File: src/rtl/grf_operand_fetch_pkg.sv
// Shared constants and the forwarding-source encoding used by the GRF
// operand fetch stage.
package grf_operand_fetch_pkg;

  localparam int W  = 32;
  localparam int AW = 5;
  localparam int CW = 16;

  // Register 0 reads as zero and is never a real producer target.
  localparam int REG_ZERO = 0;

  typedef enum logic [1:0] {
    SRC_GRF = 2'd0,
    SRC_WB  = 2'd1,
    SRC_MEM = 2'd2,
    SRC_EX  = 2'd3
  } fwd_src_e;

endpackage

File: src/rtl/grf_operand_fetch_operand_bypass.sv
// Resolves one source operand against the EX/MEM/WB bypass network and
// flags a hazard when the youngest matching producer has no data yet.
module operand_bypass
  import grf_operand_fetch_pkg::fwd_src_e;
  import grf_operand_fetch_pkg::SRC_GRF;
  import grf_operand_fetch_pkg::SRC_WB;
  import grf_operand_fetch_pkg::SRC_MEM;
  import grf_operand_fetch_pkg::SRC_EX;
  import grf_operand_fetch_pkg::REG_ZERO;
#(
  parameter int W  = grf_operand_fetch_pkg::W,
  parameter int AW = grf_operand_fetch_pkg::AW
) (
  input  logic [AW-1:0] r,
  input  logic          used,
  input  logic [W-1:0]  grf_rd,
  input  logic          ex_we,
  input  logic [AW-1:0] ex_a3,
  input  logic [W-1:0]  ex_wd,
  input  logic          ex_rdy,
  input  logic          mem_we,
  input  logic [AW-1:0] mem_a3,
  input  logic [W-1:0]  mem_wd,
  input  logic          mem_rdy,
  input  logic          wb_we,
  input  logic [AW-1:0] wb_a3,
  input  logic [W-1:0]  wb_wd,
  output logic [W-1:0]  val,
  output logic          hazard
);

  fwd_src_e src;
  logic     is_zero;

  assign is_zero = (r == AW'(REG_ZERO));

  // NOTE: every output of a combinational block gets a default first, so no
  // path through the if/case chain can leave a latch behind.
  always_comb begin
    src = SRC_GRF;
    if (ex_we && ex_a3 == r)        src = SRC_EX;
    else if (mem_we && mem_a3 == r) src = SRC_MEM;
    else if (wb_we && wb_a3 == r)   src = SRC_WB;
  end

  always_comb begin
    val    = grf_rd;
    hazard = 1'b0;
    unique case (src)
      SRC_EX:  val = ex_wd;
      SRC_MEM: val = mem_wd;
      SRC_WB:  val = wb_wd;
      SRC_GRF: val = grf_rd;
    endcase
    if (is_zero) begin
      val = '0;
    end else if (used) begin
      hazard = (src == SRC_EX && !ex_rdy) || (src == SRC_MEM && !mem_rdy);
    end
  end

endmodule

File: src/rtl/grf_operand_fetch.sv
// Decode-side GRF operand fetch: drives GRF read addresses, bypasses newer
// results, stalls on unready producers and fills the ID/EX register.
module grf_operand_fetch #(
  parameter int W  = grf_operand_fetch_pkg::W,
  parameter int AW = grf_operand_fetch_pkg::AW,
  parameter int CW = grf_operand_fetch_pkg::CW
) (
  input  logic          clk,
  input  logic          reset,
  input  logic          in_valid,
  output logic          in_ready,
  input  logic [W-1:0]  in_pc,
  input  logic [AW-1:0] in_rs,
  input  logic [AW-1:0] in_rt,
  input  logic          in_rs_use,
  input  logic          in_rt_use,
  input  logic [AW-1:0] in_a3,
  input  logic          in_is_load,
  output logic [AW-1:0] grf_a1,
  output logic [AW-1:0] grf_a2,
  input  logic [W-1:0]  grf_rd1,
  input  logic [W-1:0]  grf_rd2,
  input  logic          ex_we,
  input  logic          mem_we,
  input  logic          wb_we,
  input  logic [AW-1:0] ex_a3,
  input  logic [AW-1:0] mem_a3,
  input  logic [AW-1:0] wb_a3,
  input  logic [W-1:0]  ex_wd,
  input  logic [W-1:0]  mem_wd,
  input  logic [W-1:0]  wb_wd,
  input  logic          ex_rdy,
  input  logic          mem_rdy,
  input  logic          flush,
  output logic          out_valid,
  input  logic          out_ready,
  output logic [W-1:0]  out_pc,
  output logic [W-1:0]  out_rs_val,
  output logic [W-1:0]  out_rt_val,
  output logic [AW-1:0] out_a3,
  output logic          out_is_load,
  output logic [CW-1:0] stall_cnt
);

  localparam logic [CW-1:0] STALL_MAX = '1;

  logic [W-1:0] rs_val, rt_val;
  logic         rs_hazard, rt_hazard, hazard;
  logic         take;

  assign grf_a1 = in_rs;
  assign grf_a2 = in_rt;

  operand_bypass #(.W(W), .AW(AW)) u_rs_bypass (
    .r(in_rs), .used(in_rs_use), .grf_rd(grf_rd1),
    .ex_we(ex_we), .ex_a3(ex_a3), .ex_wd(ex_wd), .ex_rdy(ex_rdy),
    .mem_we(mem_we), .mem_a3(mem_a3), .mem_wd(mem_wd), .mem_rdy(mem_rdy),
    .wb_we(wb_we), .wb_a3(wb_a3), .wb_wd(wb_wd),
    .val(rs_val), .hazard(rs_hazard)
  );

  operand_bypass #(.W(W), .AW(AW)) u_rt_bypass (
    .r(in_rt), .used(in_rt_use), .grf_rd(grf_rd2),
    .ex_we(ex_we), .ex_a3(ex_a3), .ex_wd(ex_wd), .ex_rdy(ex_rdy),
    .mem_we(mem_we), .mem_a3(mem_a3), .mem_wd(mem_wd), .mem_rdy(mem_rdy),
    .wb_we(wb_we), .wb_a3(wb_a3), .wb_wd(wb_wd),
    .val(rt_val), .hazard(rt_hazard)
  );

  assign hazard   = rs_hazard || rt_hazard;
  assign in_ready = !flush && !hazard && (!out_valid || out_ready);
  assign take     = in_valid && in_ready;

  // NOTE: sequential state uses non-blocking assignments so every register
  // samples the pre-edge values regardless of process ordering.
  always_ff @(posedge clk or negedge reset) begin
    if (!reset) begin
      out_valid   <= 1'b0;
      out_pc      <= '0;
      out_rs_val  <= '0;
      out_rt_val  <= '0;
      out_a3      <= '0;
      out_is_load <= 1'b0;
    end else if (flush) begin
      out_valid <= 1'b0;
    end else if (take) begin
      out_valid   <= 1'b1;
      out_pc      <= in_pc;
      out_rs_val  <= rs_val;
      out_rt_val  <= rt_val;
      out_a3      <= in_a3;
      out_is_load <= in_is_load;
    end else if (!out_valid || out_ready) begin
      // Slot drained (or was empty) with nothing new: emit a bubble, keep fields.
      out_valid <= 1'b0;
    end
  end

  always_ff @(posedge clk or negedge reset) begin
    if (!reset) begin
      stall_cnt <= '0;
    end else if (in_valid && hazard && !flush && stall_cnt != STALL_MAX) begin
      stall_cnt <= stall_cnt + CW'(1);
    end
  end

endmodule
File: config.mk
export PLATFORM = sky130hd
export DESIGN_NAME = grf_operand_fetch
export DESIGN_NICKNAME = d
export VERILOG_FILES = /design/src/rtl/grf_operand_fetch_pkg.sv /design/src/rtl/grf_operand_fetch_operand_bypass.sv /design/src/rtl/grf_operand_fetch.sv
export SDC_FILE = /design/constraint.sdc
export NUM_CORES = 1
export LEC_CHECK = 0
export ABC_AREA = 1
export CORE_MARGIN = 3
export CORE_UTILIZATION = 41
export CTS_CLUSTER_DIAMETER = 80
export CTS_CLUSTER_SIZE = 24
export DETAILED_ROUTE_END_ITERATION = 8
export DONT_BUFFER_PORTS = 1
export HOLD_SLACK_MARGIN = 0.06
export RECOVER_POWER = 100
export SYNTH_ARGS = -nofsm -noshare
export SYNTH_HDL_FRONTEND = slang
export SYNTH_HIERARCHICAL = 1
export SYNTH_SLANG_ARGS = --single-unit
export TNS_END_PERCENT = 100
File: constraint.sdc
create_clock -name clk -period 2.3 [get_ports clk]
set_input_delay 0.23 -clock clk [delete_from_list [all_inputs] [get_ports clk]]
set_output_delay 0.23 -clock clk [all_outputs]
set_load 0.02 [all_outputs]
==> results.txt <==
- On the final layout, the worst hold slack is -0.490 ns.
* Ys Warns: 6
- Walking the worst path, the cells encountered are inv_2, nand2_1, a21oi_1, nand4_1, nand3_1, nor2_1, nor2_2, nand2_1, nor2_4, buf_6, nand3_1, dlygate4sd3_1, nand2_1.
* Time the worst path needs with I/O delays and setup: 2.11 ns
- Instance count after placement with tap cells included: 1685
- Global routing used ~29% of the available tracks.
* Depth of the CTS H-tree: 4
- Clock insertion delay at the later pin of the skew report: 0.41 ns
- Overall die area: 23900 um2
- Hold repair after CTS inserted 77 buffers.
* Layout net count: 1746
- On the final layout, the worst clock skew is ~0.011 ns.
* Num rows: 53
* Post-synthesis area per instance: between 6 and 7 um2
- Port buffer count: 0
* RSZ-0062 raised after global routing: false
- Worst-case setup slack after placement: 0.252 ns
- Number of standard cells in the final layout excluding fillers: 1798
- The worst setup path is of the in2reg kind.
* Number of hold-slack violations in the final timing report: around 120
* Startpoint type of the worst setup path: input port
* Worst slew margin relative to its limit: 57.1%
* Starting Density: 42.5%
- The number of global-route vias before repair came to 9221.
- Last weighted congestion value of the routability-driven placer: approximately 0.9
* Cell family contributing the most delay on the critical path: simple AND/OR/NAND/NOR gates
- Growth of design area from synthesis to finish: 16.2%
- After the first detailed-routing iteration, the DRC count stood at roughly 970.
* Router iterations before antenna repair: 5
- Total core area: ~21000 um2
- The analysis attributes to cell leakage a power of 0.00587 uW.
* Count of final max-slew check failures: 0
- Longest Clk Path Bufs: 2
* HPWL after DPL: 24.2 mm
- Synthesis produced a netlist whose cell count is 1495.
- Pin count of the biggest net entering global routing: between 100 and 150
- The min-delay analysis places its worst path in the category in2async.
* Die boundary width: 155 um
* Sum of overflow across all layers after global routing: 0
- Worst path arrival time: around 2.5 ns
* Number of clock sinks seen by CTS: between 100 and 150
* Worst path max stage delay: 0.57 ns
- Netlist cell types: 24
* Die extent in y: 155 um
- The number of antenna violations at the first check in global routing is 1.
* Total non-filler cell area in the finished layout: 10500 um2
- Fraction of layout cells with a size suffix above 1: 5.72%
- Share of the yosys chip area belonging to registers: approximately a third
* Result of the run: complete, but fails checks
- The worst path meets setup with 0.191 ns of slack.
- The number of nets in the synthesized netlist is 1731.
- Post-placement cell area: 9090 um2
- Required time at the worst-slack endpoint: 2.65 ns
* Number of buffers inserted during clock tree synthesis: 17
- Vias per cell: 5.43
- The root buffer cell chosen for the clock tree is sky130_fd_sc_hd__clkbuf_16.
- Number of synthesized register bits: 119
- Share of the clock period used by the worst path after layout: 91.7%
* Power per cell area: 696 nW/um2
- Of all nets on the critical path, the largest fanout is 26.
- Achievable frequency: 474 MHz
* Most common cell after layout, fill and taps aside: sky130_fd_sc_hd__nand2_1
* IO Count: roughly 370
- Number of maximum-capacitance violations: 0
- In the layout the commonest cells are sky130_fd_sc_hd__nand2_1 (552), sky130_fd_sc_hd__inv_1 (181), sky130_fd_sc_hd__nand3_1 (179), sky130_fd_sc_hd__nor2_1 (173), sky130_fd_sc_hd__nand4_1 (137).
- CTS clock-pin slew for the worst setup and hold paths: 0.06 ns
- The cell that appears most often on the critical path is sky130_fd_sc_hd__nand2_1.
- The slowest stage of the critical path is the sky130_fd_sc_hd__dlygate4sd3_1 cell.
* Drt wl/cell: between 15 and 20 um
- Peak supply drop: about 0.33 mV
- Measured slew at the worst slew-check pin: 0.644 ns
- After detailed routing, the number of remaining DRC violations is 0.
- Routed via count: 9771
- In this run the remaining antenna-violating nets after routing total 0.
- Synth Cell Area: 9070 um2
- Worst setup EP type: register
- First-pass GRT wire length: 54.2 mm
* Final count of negative-setup-slack endpoints: 0
- The checks that failed: negative hold slack.
* CTS tree: built
- Final wirelength: 35.6 mm
- Buffers and inverters on the worst path: 3
- Final-layout setup total negative slack: 0 ns
## path summary, 6_finish.rpt
path,startpoint,to,slack [ns],cells past startpoint
setup / recovery,in_rt[4],out_pc[4]$_DFFE_PN0P_,0.19,13
hold / removal,reset,stall_cnt[9]$_DFFE_PN0P_,-0.49,0
setup reg to reg,out_valid$_DFFE_PN0P_,out_pc[4]$_DFFE_PN0P_,0.25,7
hold reg to reg,out_is_load$_DFFE_PN0P_,out_is_load$_DFFE_PN0P_,0.62,2
max in group asynchronous,reset,out_rs_val[27]$_DFFE_PN0P_,2.65,0
min in group clk,out_ready,out_valid$_DFFE_PN0P_,0.09,3
## report_power, final
group,leakage (uW),internal (uW),switching [uW],total (uW)
combinational,0.00406,463,665,1130
sequential,0.00149,2440,784,3220
clock,0.000318,1930,1050,2980
total,0.00587,4830,2500,7330
## worst reg2reg max path, delay by kind of cell, from the launching register on
kind	cells	cell delay, ns
buffers and inverters	2	0.85
AND/OR/NAND/NOR	5	0.69
flip-flops	1	0.46
## cells by family (layout without fill, tap and decap cells)
group / after synthesis / in the layout / share of synthesized area, %
flops: 119 / 119 / 32.8
simple gates: 1055 / 1055 / 50.5
fa+ha+maj: 1 / 1 / 0.138
buf+inv: 305 / 332 / 15.4
compound gates: 10 / 10 / 0.690
other cells: 0 / 1 / 0
xor+xnor: 5 / 5 / 0.483
## layer usage
layer | routed length (um) | up-vias | track usage (%)
met5 | 0 | - | 0
met4 | 1010 | 0 | 8.41
met3 | 3540 | 59 | 9.63
met2 | 17100 | 451 | 48.3
met1 | 14000 | 4534 | 35.2
li1 | - | 4727 | -
## synthesized netlist by cell type, drive strengths merged
| cell | n | share of area, % |
|---|---|---|
| a21oi | 2 | 0.11 |
| buf | 83 | 6.2 |
| clkbuf | 28 | 1.2 |
| dfrtp | 119 | 33 |
| ha | 1 | 0.14 |
| inv | 194 | 8.0 |
| nand2 | 553 | 23 |
| nand3 | 185 | 10 |
| nand3b | 2 | 0.17 |
| nand4 | 137 | 9.5 |
| nor2 | 178 | 7.5 |
| o21a | 2 | 0.17 |
| o21ai | 6 | 0.41 |
| xnor2 | 3 | 0.29 |
| xor2 | 2 | 0.19 |
## per-stage QoR
| step | total power [uW] | utilization [%] |
|---|---|---|
| floorplan | 3960 | - |
| global placement | 4220 | 42.6 |
| detailed placement | 4250 | 42.6 |
| CTS | 7360 | 49.3 |
| global route | 7680 | 49.3 |
| finish | 7330 | 49.3 |
## layout make-up
class	instances	area, um2
Antenna cell	1	2.50
Clock buffer	17	425
Multi-Input combinational cell	1071	4730
Inverter	194	728
Tap cell	275	344
Fill cell	2224	10800
Clock inverter	14	221
Timing Repair Buffer	107	1100
Sequential cell	119	2980
## flip-flops by register name (all words and copies together), names as in the netlist
name	flops
out_valid	1
stall_cnt	16
out_is_load	1
out_rt_val	32
out_pc	32
out_rs_val	32
out_a3	5
## what timing repair did
| action | CTS | global route |
|---|---|---|
| gates resized for setup | 0 | 1 |
| hold endpoints to repair | 222 | 119 |
| setup buffers | 0 | 2 |
| endpoints found under the setup margin | 0 | 37 |
No activity file was read; power rests on OpenSTA's default activity.
